[config.mk]
export PLATFORM = sky130hd
export DESIGN_NAME = byte_decode_stream_flat
export DESIGN_NICKNAME = d
export VERILOG_FILES = /design/src/rtl/kyber_pkg.sv /design/src/rtl/byte_decode_stream_if.sv /design/src/rtl/bit_unpacker.sv /design/src/rtl/byte_decode_stream.sv /design/src/flat_wrapper.sv
export SDC_FILE = /design/constraint.sdc
export NUM_CORES = 1
export LEC_CHECK = 0
export BUFFER_PORTS_ARGS = -buffer_cell sky130_fd_sc_hd__buf_2
export CORE_UTILIZATION = 43
export DETAILED_ROUTE_END_ITERATION = 10
export SLEW_MARGIN = 20
export SYNTH_ARGS = -nofsm -noshare
export SYNTH_HDL_FRONTEND = slang
export SYNTH_SLANG_ARGS = --single-unit
[constraint.sdc]
create_clock -name clk -period 4.37 [get_ports clk]
set_clock_uncertainty 0.15 [all_clocks]
set_input_delay 0.437 -clock clk [delete_from_list [all_inputs] [get_ports clk]]
set_output_delay 0.437 -clock clk [all_outputs]
set_load 0.01 [all_outputs]
[src/rtl/kyber_pkg.sv]
// Shared Kyber constants, coefficient type and stage FSM states.
// Imported by the byte-decode stream, its interface and unpacker.
package kyber_pkg;

   localparam int KYBER_Q = 3329;
   localparam int KYBER_N = 256;
   localparam int BUF_W   = 20;

   typedef logic [15:0] coeff_t;

   typedef enum logic [1:0] {
      IDLE,
      RUN,
      DONE
   } state_t;

endpackage

[src/rtl/byte_decode_stream_if.sv]
// Byte-in / coefficient-out handshake bundle of the decode stage.
// slave: the decoder side; master: the feeding/consuming side.
interface byte_decode_stream_if;
   import kyber_pkg::*;

   logic [7:0] in_byte;
   logic       in_valid;
   logic       in_ready;
   coeff_t     coeff;
   logic [7:0] coeff_idx;
   logic       coeff_valid;
   logic       coeff_ready;

   modport master (
      output in_byte, in_valid, coeff_ready,
      input  in_ready, coeff, coeff_idx, coeff_valid
   );

   modport slave (
      input  in_byte, in_valid, coeff_ready,
      output in_ready, coeff, coeff_idx, coeff_valid
   );

endinterface

[src/rtl/bit_unpacker.sv]
// LSB-first bit accumulator: appends bytes at cnt, pops d-bit fields.
// Ports: clr/push/pop controls, d width, data byte, cnt and masked bits.
module bit_unpacker
   import kyber_pkg::*;
(
   input  logic        clk,
   input  logic        rst,
   input  logic        clr,
   input  logic [3:0]  d,
   input  logic        push,
   input  logic [7:0]  data,
   input  logic        pop,
   output logic [4:0]  cnt,
   output logic [11:0] bits
);

   logic [BUF_W-1:0] acc;
   logic [11:0]      mask;

   // 1<<12 wraps to 0 in 12 bits, so d=12 yields an all-ones mask
   assign mask = (12'd1 << d) - 12'd1;
   assign bits = acc[11:0] & mask;

   always_ff @(posedge clk) begin
      if (rst || clr) begin
         acc <= '0;
         cnt <= '0;
      end else if (push) begin
         acc <= acc | ({{(BUF_W-8){1'b0}}, data} << cnt);
         cnt <= cnt + 5'd8;
      end else if (pop) begin
         acc <= acc >> d;
         cnt <= cnt - {1'b0, d};
      end
   end

endmodule

[src/rtl/byte_decode_stream.sv]
// Streaming ByteDecode_d: 32*d packed bytes in, 256 d-bit coeffs out.
// Ports: clk, rst, start, d, stream bus (slave), busy, done, err.
module byte_decode_stream
   import kyber_pkg::*;
(
   input  logic                 clk,
   input  logic                 rst,
   input  logic                 start,
   input  logic [3:0]           d,
   byte_decode_stream_if.slave  s,
   output logic                 busy,
   output logic                 done,
   output logic                 err
);

   state_t      state;
   logic [3:0]  d_lat;
   logic [8:0]  nload;
   logic [4:0]  cnt;
   logic [11:0] bits;
   logic [11:0] red;
   logic        d_ok;
   logic        go;
   logic        all_ld;
   logic        have;
   logic        take;
   logic        load;
   logic        last;

   assign d_ok   = (d != 4'd0) && (d <= 4'd12);
   assign go     = (state == IDLE) && start && d_ok;
   assign busy   = (state == RUN);
   assign all_ld = (nload == 9'(KYBER_N));
   assign have   = (cnt >= {1'b0, d_lat});

   // bytes are only fetched when a full field is not yet buffered,
   // which keeps byte accept and coeff load mutually exclusive
   assign s.in_ready = busy && !have && !all_ld;
   assign take = s.in_valid && s.in_ready;
   assign load = busy && !all_ld && have &&
                 (!s.coeff_valid || s.coeff_ready);
   assign last = busy && s.coeff_valid && s.coeff_ready &&
                 (s.coeff_idx == 8'd255);

   assign red = ((d_lat == 4'd12) && (bits >= 12'(KYBER_Q))) ?
                bits - 12'(KYBER_Q) : bits;

   bit_unpacker u_unpack (
      .clk  (clk),
      .rst  (rst),
      .clr  (go),
      .d    (d_lat),
      .push (take),
      .data (s.in_byte),
      .pop  (load),
      .cnt  (cnt),
      .bits (bits)
   );

   always_ff @(posedge clk) begin
      if (rst) begin
         state         <= IDLE;
         d_lat         <= '0;
         nload         <= '0;
         s.coeff       <= '0;
         s.coeff_idx   <= '0;
         s.coeff_valid <= 1'b0;
         done          <= 1'b0;
         err           <= 1'b0;
      end else begin
         done <= 1'b0;
         err  <= (state == IDLE) && start && !d_ok;
         unique case (state)
            IDLE: if (go) begin
               state       <= RUN;
               d_lat       <= d;
               nload       <= '0;
               s.coeff_idx <= '0;
            end
            RUN: if (last) begin
               state <= DONE;
               done  <= 1'b1;
            end
            DONE: state <= IDLE;
            default: state <= IDLE;
         endcase
         if (load) begin
            s.coeff       <= {4'b0, red};
            s.coeff_idx   <= nload[7:0];
            s.coeff_valid <= 1'b1;
            nload         <= nload + 9'd1;
         end else if (s.coeff_valid && s.coeff_ready) begin
            s.coeff_valid <= 1'b0;
         end
      end
   end

endmodule
[src/flat_wrapper.sv]
// flat-port wrapper written by rule: the top's interface ports become plain ports
module byte_decode_stream_flat import kyber_pkg::*;
  (clk, rst, start, d, busy, done, err, s_in_byte, s_in_valid, s_coeff_ready, s_in_ready, s_coeff, s_coeff_idx, s_coeff_valid);
  byte_decode_stream_if s_i ();
  input  logic clk;
  input  logic rst;
  input  logic start;
  input  logic [3:0] d;
  output logic busy;
  output logic done;
  output logic err;
  input wire logic [$bits(s_i.in_byte)-1:0] s_in_byte;
  input wire logic [$bits(s_i.in_valid)-1:0] s_in_valid;
  input wire logic [$bits(s_i.coeff_ready)-1:0] s_coeff_ready;
  output wire logic [$bits(s_i.in_ready)-1:0] s_in_ready;
  output wire logic [$bits(s_i.coeff)-1:0] s_coeff;
  output wire logic [$bits(s_i.coeff_idx)-1:0] s_coeff_idx;
  output wire logic [$bits(s_i.coeff_valid)-1:0] s_coeff_valid;
  assign s_i.in_byte = s_in_byte;
  assign s_i.in_valid = s_in_valid;
  assign s_i.coeff_ready = s_coeff_ready;
  assign s_in_ready = s_i.in_ready;
  assign s_coeff = s_i.coeff;
  assign s_coeff_idx = s_i.coeff_idx;
  assign s_coeff_valid = s_i.coeff_valid;
  byte_decode_stream u_core (.clk(clk), .rst(rst), .start(start), .d(d), .s(s_i), .busy(busy), .done(done), .err(err));
endmodule
## Yosys cells after proc, flatten, opt, wreduce, memory -nomap -nowiden

Index checks and enable logic that the tools add are counted.

- Logic and storage cells: 78
- Input port bits: 17
- Register bits: 63

- Order comparisons: 3
- Add/sub/neg operators: 5
- Reductions and logical operators: 31
- Bitwise gates (word level): 3
- Mux-type cells: 17
- Shift operators: 3
- Equality and inequality tests: 6

Operator list:

| operator | number |
|---|---|
| $mux W20 | 2 |
| $mux W9 | 3 |
| $mux W8 | 3 |
| $or A20 B20 Y20 | 1 |
| $shl A8 B5 Y20 | 1 |
| $shr A20 B4 Y20 | 1 |
| $logic_and A1 B1 Y1 | 15 |
| $and A12 B12 Y12 | 1 |
| $ge A12 B12 Y1 const B | 1 |
| $mux W12 | 1 |
| $shl A1 B4 Y12 const A | 1 |
| $sub A12 B1 Y12 const B | 1 |
| $sub A12 B12 Y12 const B | 1 |
| $mux W5 | 2 |
| $add A9 B1 Y9 const B | 1 |
| $eq A9 B9 Y1 const B | 1 |
| $eq A8 B8 Y1 const B | 1 |
| $reduce_bool A2 Y1 | 4 |
| $reduce_and A2 Y1 | 3 |
| $add A5 B4 Y5 const B | 1 |
| $ge A5 B4 Y1 | 1 |
| $sub A5 B4 Y5 | 1 |
| $eq A4 B4 Y1 const B | 1 |
| $le A4 B4 Y1 const B | 1 |
| 11 further kinds | 19 |

## Depth between registers and ports, before layout

Gate-level depths: netlist (run 1).

- Depth after elaboration: 7
- Depth in mapped cells: 14
- Depth with buffers taken out: 10

## Cells and area by module

A second synthesis (run 1) with hierarchy kept.

- Cells, all modules: 603
- Area total of the unflattened synthesis: 4863.4 um2

By module, submodules not included:

| module | area an instance (um2) | instances | cells an instance |
|---|---|---|---|
| bit_unpacker | 2852.7 | 1 | 359 |
| byte_decode_stream | 2010.7 | 1 | 244 |

## Worst setup path before layout (run 1)

OpenSTA, ideal clock, no wires.

- Path type: register -> register
- From: reg u_core.d_lat[0]
- To: reg u_core.s.coeff[1]
- Arrival time: 3.112 ns
- Buffers on the path: 4
- Cell stages (with the launch flop): 14
- Path slack: 1.028 ns
- Setup time: 0.079 ns
- Cell sequence: dfxtp_1 buf_6 buf_2 clkbuf_1 nand3_1 ha_1 clkbuf_8 and2b_2 o211a_1 o21ai_0 a41oi_4 nor2_2 mux2_4 a211oi_2

- Cells in the longest elaborated chain, start to end: 6
- Elaborated cells between the ends (all ways): 11
- Those cells by class: 2 x add/sub; 2 x order compare; 1 x eq/ne; 1 x shift; 1 x mux; 1 x bitwise; 3 x reduce/logical

Ends and longest elaborated chain:

| item | RTL line | source |
|---|---|---|
| from (decl) | byte_decode_stream.sv:17 | `logic [3:0] d_lat;` |
| from (signal assigned) | byte_decode_stream.sv:63 | `d_lat <= '0;` |
| from (signal assigned) | byte_decode_stream.sv:76 | `d_lat <= d;` |
| $shl A1 B4 Y12 | bit_unpacker.sv:21 | `assign mask = (12'd1 << d) - 12'd1;` |
| $sub A12 B1 Y12 | bit_unpacker.sv:21 |  |
| $and A12 B12 Y12 | bit_unpacker.sv:22 | `assign bits = acc[11:0] & mask;` |
| $ge A12 B12 Y1 | byte_decode_stream.sv:45 | `assign red = ((d_lat == 4'd12) && (bits >= 12'(KYBER_Q))) ?` |
| $logic_and A1 B1 Y1 | byte_decode_stream.sv:45 |  |
| $mux W12 | byte_decode_stream.sv:45 |  |
| to (signal assigned) | byte_decode_stream.sv:88 | `s.coeff <= {4'b0, red};` |
| to (decl) | byte_decode_stream_if.sv:21 | `output in_ready, coeff, coeff_idx, coeff_valid` |

Parallel ways exist; a longest one is shown, timed or not.
A chain may end at the register's enable or synchronous reset.

## Final worst setup path (run 1)

- From: reg u_core.d_lat[3]
- To: reg u_core.s.coeff[1]

Same word-level chain as after synthesis.

==> impl_metrics.py, run 1 <==
metrics = {
    "cts": {
        "cts_post_setup_buffers_inserted": 0,
        "cts_sinks": 63,
        "cts_buffers": 9,
        "cts.path.max_buffers": 2,
        "cts_root_buffer": "clkbuf_8",
        "htreeDepth": 3,
        "hold_buffers": 0,
        "cts.clk_slew.worst_paths_ns": 0.09,
        "cts_tree": "done",
        "clock_latency_ns": 0.35,
        "ctsResizeCount": 0,
    },
    "logic_synthesis": {
        "ys_async_sr_fraction": 0,
        "ys_top_cells_by_area": "dfxtp_1 (27%), a21oi_1 (5.7%), nand2_1 (5.6%)",
        "ys.flop_type": "dfxtp_1",
        "synth.distinct_cells": 80,
        "ys_ff_latch": 63,
        "ys_seq_area_frac": 0.273,
        "synth_top_cell_by_area": "dfxtp_1",
        "syn-cell-area_sq_mm": 0.00463,
        "synth_warnings": 0,
        "synth_top_area_frac": 0.273,
        "synth_area_per_cell_sq_um": 7.91,
        "syn_inst": 585,
        "synth_edf_count": 0,
    },
    "worst_setup_path": {
        "endpoint": "u_core.s.coeff[1]",
        "crit_type": "reg -> reg",
        "crit_path_end_kind": "flop",
        "crit_start": "u_core.d_lat[3]",
        "r2r-end": "u_core.s.coeff[1]",
        "arrival_ns": 3.57,
        "rrSetupSlack_ns": 0.92,
        "required_ns": 4.49,
        "r2r_cells": 9,
        "setup.worst_path.start_class": "flop",
        "r2r-start": "u_core.d_lat[3]",
        "cp_max_fo": 17,
    },
    "pwr": {
        "net-switching-power_w": 0.000548,
        "power_frac_comb": 0.231,
        "leakagePower_nw": 1.81,
        "pwr-share-seq": 0.381,
        "intPower_w": 0.00113,
        "ir_worst_vdd_mv": 0.223,
        "swShare": 0.326,
        "clockPowerShare": 0.388,
        "power_density_mw_per_mm2": 333,
    },
    "detailed_routing": {
        "drc_errors": 0,
        "detail-route-antenna-nets": 0,
        "drt-pass1-iter-count": 5,
        "via_per_inst": 5.90,
        "first_iter_violations": 251,
        "routed_wl_microns": 12400,
        "avgRoutedWirePerCell_microns": 16.8,
        "routed-via-count": 4369,
    },
    "global_routing": {
        "grt_overflow": 0,
        "grt_pass1_wl_microns": 20900,
        "grt_max_degree": 41,
        "antenna_found_initial": 0,
        "grt_pass1_vias": 4176,
        "gr-usage-all-layers": 0.234,
    },
    "place": {
        "hpwlAfterDp_microns": 8910,
        "dp_slack_ns": 0.943,
        "gp_congestion": 0.852,
        "io_buffers": 41,
    },
    "timing": {
        "worst_pin_slew_ns": 0.774,
        "hold_ws_ns": 0.173,
        "setup_viol": 0,
        "relSlewSlack": 0.484,
        "finalHoldViolCount": 0,
        "period_share": 0.790,
        "fmax_ghz": 0.290,
        "worst_slack_ns": 0.919,
        "post-route-min-period_ns": 3.45,
        "slew_violations": 0,
        "rsz0062_at_grt": "no",
        "fin_tns_setup_ns": 0,
    },
    "outcome": {
        "status": "completed",
    },
    "floorplan": {
        "start_util": 0.446,
        "io_pins": 46,
        "die_w_microns": 106,
        "die_area_sq_mm": 0.0112,
        "num_rows": 37,
        "core-area_sq_mm": 0.0104,
        "die_h_microns": 106,
    },
    "cells_and_area": {
        "antenna_cells": 0,
        "regArea_sq_mm": 0.00126,
        "layout_commonest_cell": "nand2_1",
        "final_util": 0.487,
        "nFillCells": 1071,
        "final_cell_mix": "nand2_1 (69), dfxtp_1 (62), nor2_1 (53), a21oi_1 (53), buf_2 (41)",
        "syn_to_final_growth_pct": 9.19,
        "multiInputGateArea_sq_mm": 0.00303,
        "drive_above_1_share": 0.184,
        "num-nets-final": 626,
    },
    "job": {
        "cap_violations": 0,
    },
    "hold_path": {
        "hold_path_class": "in -> reg",
    },
}
-- worst min path at each step --
stage / start / endpoint / cells after the start
global route: start / u_core.err / 3
floorplan: u_core.nload[0] / u_core.s.coeff_idx[0] / 2
detailed placement: u_core.s.coeff[7] / u_core.s.coeff[7] / 2
global placement: u_core.s.coeff[7] / u_core.s.coeff[7] / 2
finish: start / u_core.err / 3
CTS: start / u_core.err / 3
-- routing by layer --
layer,vias to the layer above,part of all wire,track usage
li1,2138,-,-
met1,2093,0.46,0.314
met2,128,0.48,0.390
met3,10,0.054,0.0396
met4,0,0.0093,0.0536
met5,-,0,0
-- cell usage after synthesis (3+ instances only) --
library cell / number
nor2b_1: 6
mux2_2: 10
a22oi_1: 7
buf_4: 7
inv_1: 14
or3_1: 5
nor3_1: 16
nand3b_1: 4
nand4_1: 4
nor4_1: 4
buf_2: 7
buf_6: 7
xnor2_1: 5
a221oi_1: 3
dfxtp_1: 63
mux4_2: 9
a21oi_1: 53
a31oi_1: 4
o21ai_1: 5
o22ai_1: 6
nor2_1: 53
and3_1: 5
clkbuf_1: 28
a21boi_0: 3
nand2b_1: 9
and2_1: 4
o21ai_0: 27
nor3b_1: 4
o211ai_1: 5
ha_1: 9
a211oi_1: 16
xor2_1: 7
nand2_1: 69
mux2i_1: 24
nand3_1: 31
-- kinds of logic after synthesis --
group	after synthesis	share of synthesized area
AOI/OAI and AO/OA	157	0.225
xor gates and xnor gates	12	0.0227
adders and majority gates	10	0.0287
buffers and inverters	67	0.0754
DFF	63	0.273
muxes	44	0.123
other	1	0.000810
and+or+nand+nor	231	0.251
-- through the flow --
step	instances	total power, W	cell area (sq um)
final	740	0.00168	5050
after floorplan	588	0.000953	4640
after CTS	740	0.00169	5050
after global placement	724	0.00103	4800
after detailed placement	724	0.00104	4800
after global routing	740	0.00177	5050
-- power by group through the flow --
stage	logic (W)	clock network (W)	registers, W
2_1_floorplan	0.000320	0	0.000633
3_3_place_gp	0.000379	0	0.000652
3_5_place_dp	0.000384	0	0.000653
4_1_cts	0.000386	0.000667	0.000639
5_1_grt	0.000434	0.000691	0.000645
6_report	0.000389	0.000652	0.000640
-- registers in the layout, summed over array words and instances, names as in the netlist --
name / flops
u_core.u_unpack.cnt: 5
u_core.nload: 9
u_core.s.coeff_idx: 8
u_core.d_lat: 4
u_core.u_unpack.acc: 20
u_core.state: 2
u_core.s.coeff: 12
u_core.done: 1
u_core.err: 1
u_core.s.coeff_valid: 1
-- cell type report --
class                           instances  share of cell area
Multi-Input combinational cell        458               0.600
Sequential cell                        63               0.250
Timing Repair Buffer                   51              0.0555
Tap cell                              136              0.0337
Clock inverter                          7              0.0248
Clock buffer                            9              0.0245
Inverter                               16              0.0119
-- critical path: stages, from the launching register on --
cell      delay [ns]
dfxtp_1         0.51
or4_4           0.64
ha_1            0.36
and2b_2         0.28
o211a_1         0.21
o21ai_0         0.35
a41oi_4         0.12
nor2_2          0.23
mux2_4          0.32
a211oi_2        0.19
Note: power is estimated with default switching activity, not from simulation.
==> inputs of run 2 (changes only) <==
ABC_AREA = 1   (was not set)
clock period = 3.6 ns   (was 4.37 ns; I/O delays follow)
==> run 2 against run 1 <==
Compared with the run above:
- critical path depth up 3
- largest power group is now registers
- worst setup slack lost 0.58 ns
- critical endpoint is now u_core.u_unpack.acc[0]
- combinational power grew 86%
==> impl_metrics.py, run 2 <==
metrics = {
    "outcome": {
        "status": "completed",
    },
    "cells_and_area": {
        "drive_above_1_share": 0.128,
        "final_cells": 924,
        "syn_to_final_growth_pct": 9.80,
        "nFillCells": 1144,
        "num-nets-final": 810,
        "final_cell_mix": "nand2_1 (193), o21ai_0 (110), inv_1 (88)",
        "antenna_cells": 0,
        "largest_reg_flops": 20,
        "largest-register": "u_core.u_unpack.acc",
        "top_regs": "u_core.u_unpack.acc: 20 flops, u_core.s.coeff: 12 flops, u_core.nload: 9 flops",
        "layout_commonest_cell": "nand2_1",
    },
    "hold_path": {
        "hold_depth": 3,
        "hold_path_class": "in -> reg",
        "min_from": "start",
    },
    "logic_synthesis": {
        "synth_commonest_cells": "nand2_1 (193), o21ai_0 (110), inv_1 (88), dfxtp_1 (63), nor2_1 (55)",
        "synth.distinct_cells": 46,
        "synth_area_per_cell_sq_um": 6.11,
        "synth_warnings": 0,
        "synth_top_area_frac": 0.272,
        "syn_inst": 758,
        "ys_async_sr_fraction": 0,
        "syn-cell-area_sq_mm": 0.00463,
        "ys.flop_type": "dfxtp_1",
        "synth_top_cell_by_area": "dfxtp_1",
        "ys_seq_area_frac": 0.272,
        "synth_edf_count": 0,
        "ys_ff_latch": 63,
        "ys_top_cells_by_area": "dfxtp_1 (27%), nand2_1 (16%), o21ai_0 (12%)",
        "synth.most_common_cell": "nand2_1",
    },
    "job": {
        "cap_violations": 0,
    },
    "detailed_routing": {
        "drt-pass1-iter-count": 5,
        "first_iter_violations": 310,
        "avgRoutedWirePerCell_microns": 15.3,
        "drc_errors": 0,
        "detail-route-antenna-nets": 0,
        "routed_wl_microns": 14200,
        "routed-via-count": 4996,
        "via_per_inst": 5.41,
    },
    "timing": {
        "post-route-min-period_ns": 3.26,
        "setup_viol": 0,
        "fmax_ghz": 0.307,
        "slew_violations": 0,
        "worst_pin_slew_ns": 0.571,
        "period_share": 0.905,
        "fin_tns_setup_ns": 0,
        "relSlewSlack": 0.619,
        "finalHoldViolCount": 0,
        "rsz0062_at_grt": "no",
    },
    "floorplan": {
        "start_util": 0.447,
        "die_area_sq_mm": 0.0112,
        "num_rows": 37,
        "io_pins": 46,
        "die_w_microns": 106,
        "core-area_sq_mm": 0.0104,
        "die_h_microns": 106,
    },
    "worst_setup_path": {
        "rrSetupSlack_ns": 0.34,
        "crit_start": "u_core.d_lat[2]",
        "setup.worst_path.start_class": "flop",
        "r2r-start": "u_core.d_lat[2]",
        "crit_path_cell_trace": "inv_4, ha_1, a21oi_1, nand2_1, nand2_1, nand4_1, nor3_1, nand2_1, inv_1, o21ai_0, a21oi_1, nor2_1",
        "crit_buf_inv": 2,
        "path_depth": 12,
        "crit_type": "reg -> reg",
        "cpPeakStageDelay_ns": 0.64,
        "path_delay_family": "simple AND/OR/NAND/NOR gates",
        "cpMostUsedCell": "nand2_1",
        "r2r_cells": 12,
        "required_ns": 3.72,
        "crit_path_end_kind": "flop",
        "arrival_ns": 3.38,
        "cp_slowest_cell": "dfxtp_1",
        "cp_max_fo": 14,
    },
    "global_routing": {
        "met2_usage": 0.436,
        "grt_util_met3": 0.0353,
        "antenna_found_initial": 0,
        "busiest_layer": "met2",
        "grt_pass1_wl_microns": 23400,
        "grt_overflow": 0,
        "grt_pass1_vias": 4607,
        "grt_max_degree": 37,
        "gr-usage-all-layers": 0.267,
        "gr-usage-met1": 0.355,
    },
    "place": {
        "hpwlAfterDp_microns": 10600,
        "io_buffers": 41,
        "dp_cells": 908,
        "gp_congestion": 0.900,
    },
    "cts": {
        "cts_tree": "done",
        "ctsResizeCount": 0,
        "cts.clk_slew.worst_paths_ns": 0.08,
        "cts_sinks": 63,
        "clock_latency_ns": 0.37,
        "cts.path.max_buffers": 2,
        "hold_buffers": 0,
        "htreeDepth": 3,
        "cts_buffers": 9,
        "cts_post_setup_buffers_inserted": 0,
        "cts_root_buffer": "clkbuf_8",
    },
    "pwr": {
        "ir_worst_vdd_mv": 0.211,
        "leakagePower_nw": 2.22,
        "power_density_mw_per_mm2": 417,
    },
}
run 2: cell types whose count changed in the layout (fill, tap and decap cells not counted), moves of 9 or more:
cell / before / now
a21oi_1: 53 / 41
nand4_1: 4 / 16
nand2b_1: 9 / 0
inv_1: 14 / 88
a211oi_1: 16 / 2
nand3_1: 31 / 41
mux2_2: 10 / 0
mux2i_1: 24 / 3
o21ai_0: 27 / 110
nand2_1: 69 / 193
mux4_2: 9 / 0
run 2: worst min-delay path, cell delays in order:
cell and delay [ns]:
buf_2 0.10, nand2_1 0.07, nor3b_1 0.04
run 2: final timing paths:
| kind | end |
|---|---|
| worst min register to register | u_core.s.coeff_idx[3] |
| worst max-delay path | u_core.u_unpack.acc[0] |
| worst max register to register | u_core.u_unpack.acc[0] |
| worst min-delay path | u_core.err |
run 2: per-layer routing:
| metal | routed length [microns] | up-vias | share of wire |
|---|---|---|---|
| met1 | 6740 | 2304 | 0.48 |
| met2 | 6560 | 128 | 0.46 |
| met4 | 275 | 0 | 0.019 |
| met5 | 0 | - | 0 |
| li1 | - | 2544 | - |
| met3 | 607 | 20 | 0.043 |
run 2: stage by stage:
stage | instance area [sq um] | util | hold slack, ns | setup slack, ns | power (W)
floorplan | 4640 | - | 0.299 | 0.667 | 0.00133
detailed placement | 4910 | 0.473 | 0.320 | 0.382 | 0.00154
finish | 5090 | 0.491 | 0.0975 | 0.340 | 0.00212
global placement | 4910 | 0.473 | 0.315 | 0.405 | 0.00154
CTS | 5090 | 0.491 | 0.0870 | 0.355 | 0.00213
global route | 5090 | 0.491 | 0.116 | 0.0868 | 0.00227
run 2: power by group:
group	switching [W]	internal, W	total [W]
Sequential	0.0000577	0.000752	0.000810
Clock	0.000317	0.000270	0.000587
Combinational	0.000490	0.000232	0.000722
Total	0.000864	0.00125	0.00212
run 2: kinds of logic (layout without fill, tap and decap cells):
kind of cell    Yosys count  count (layout)  synth area share
simple gates            351             351             0.341
mux                       3               3           0.00648
fa+ha+maj                10              10            0.0286
compound gates          190             190             0.221
other cells               1               4          0.000809
xor+xnor                  3               3           0.00567
flops                    63              63             0.272
buf+inv                 137             164             0.124
run 2: layout make-up:
type | count | area (sq um) | share of cell area
clock buffers | 10 | 138 | 0.0271
clock inverters | 6 | 43.8 | 0.00861
inverters | 95 | 359 | 0.0706
multi-input cells | 561 | 2810 | 0.552
flip-flops and latches | 63 | 1260 | 0.248
well taps | 136 | 170 | 0.0334
repair buffers | 53 | 308 | 0.0605
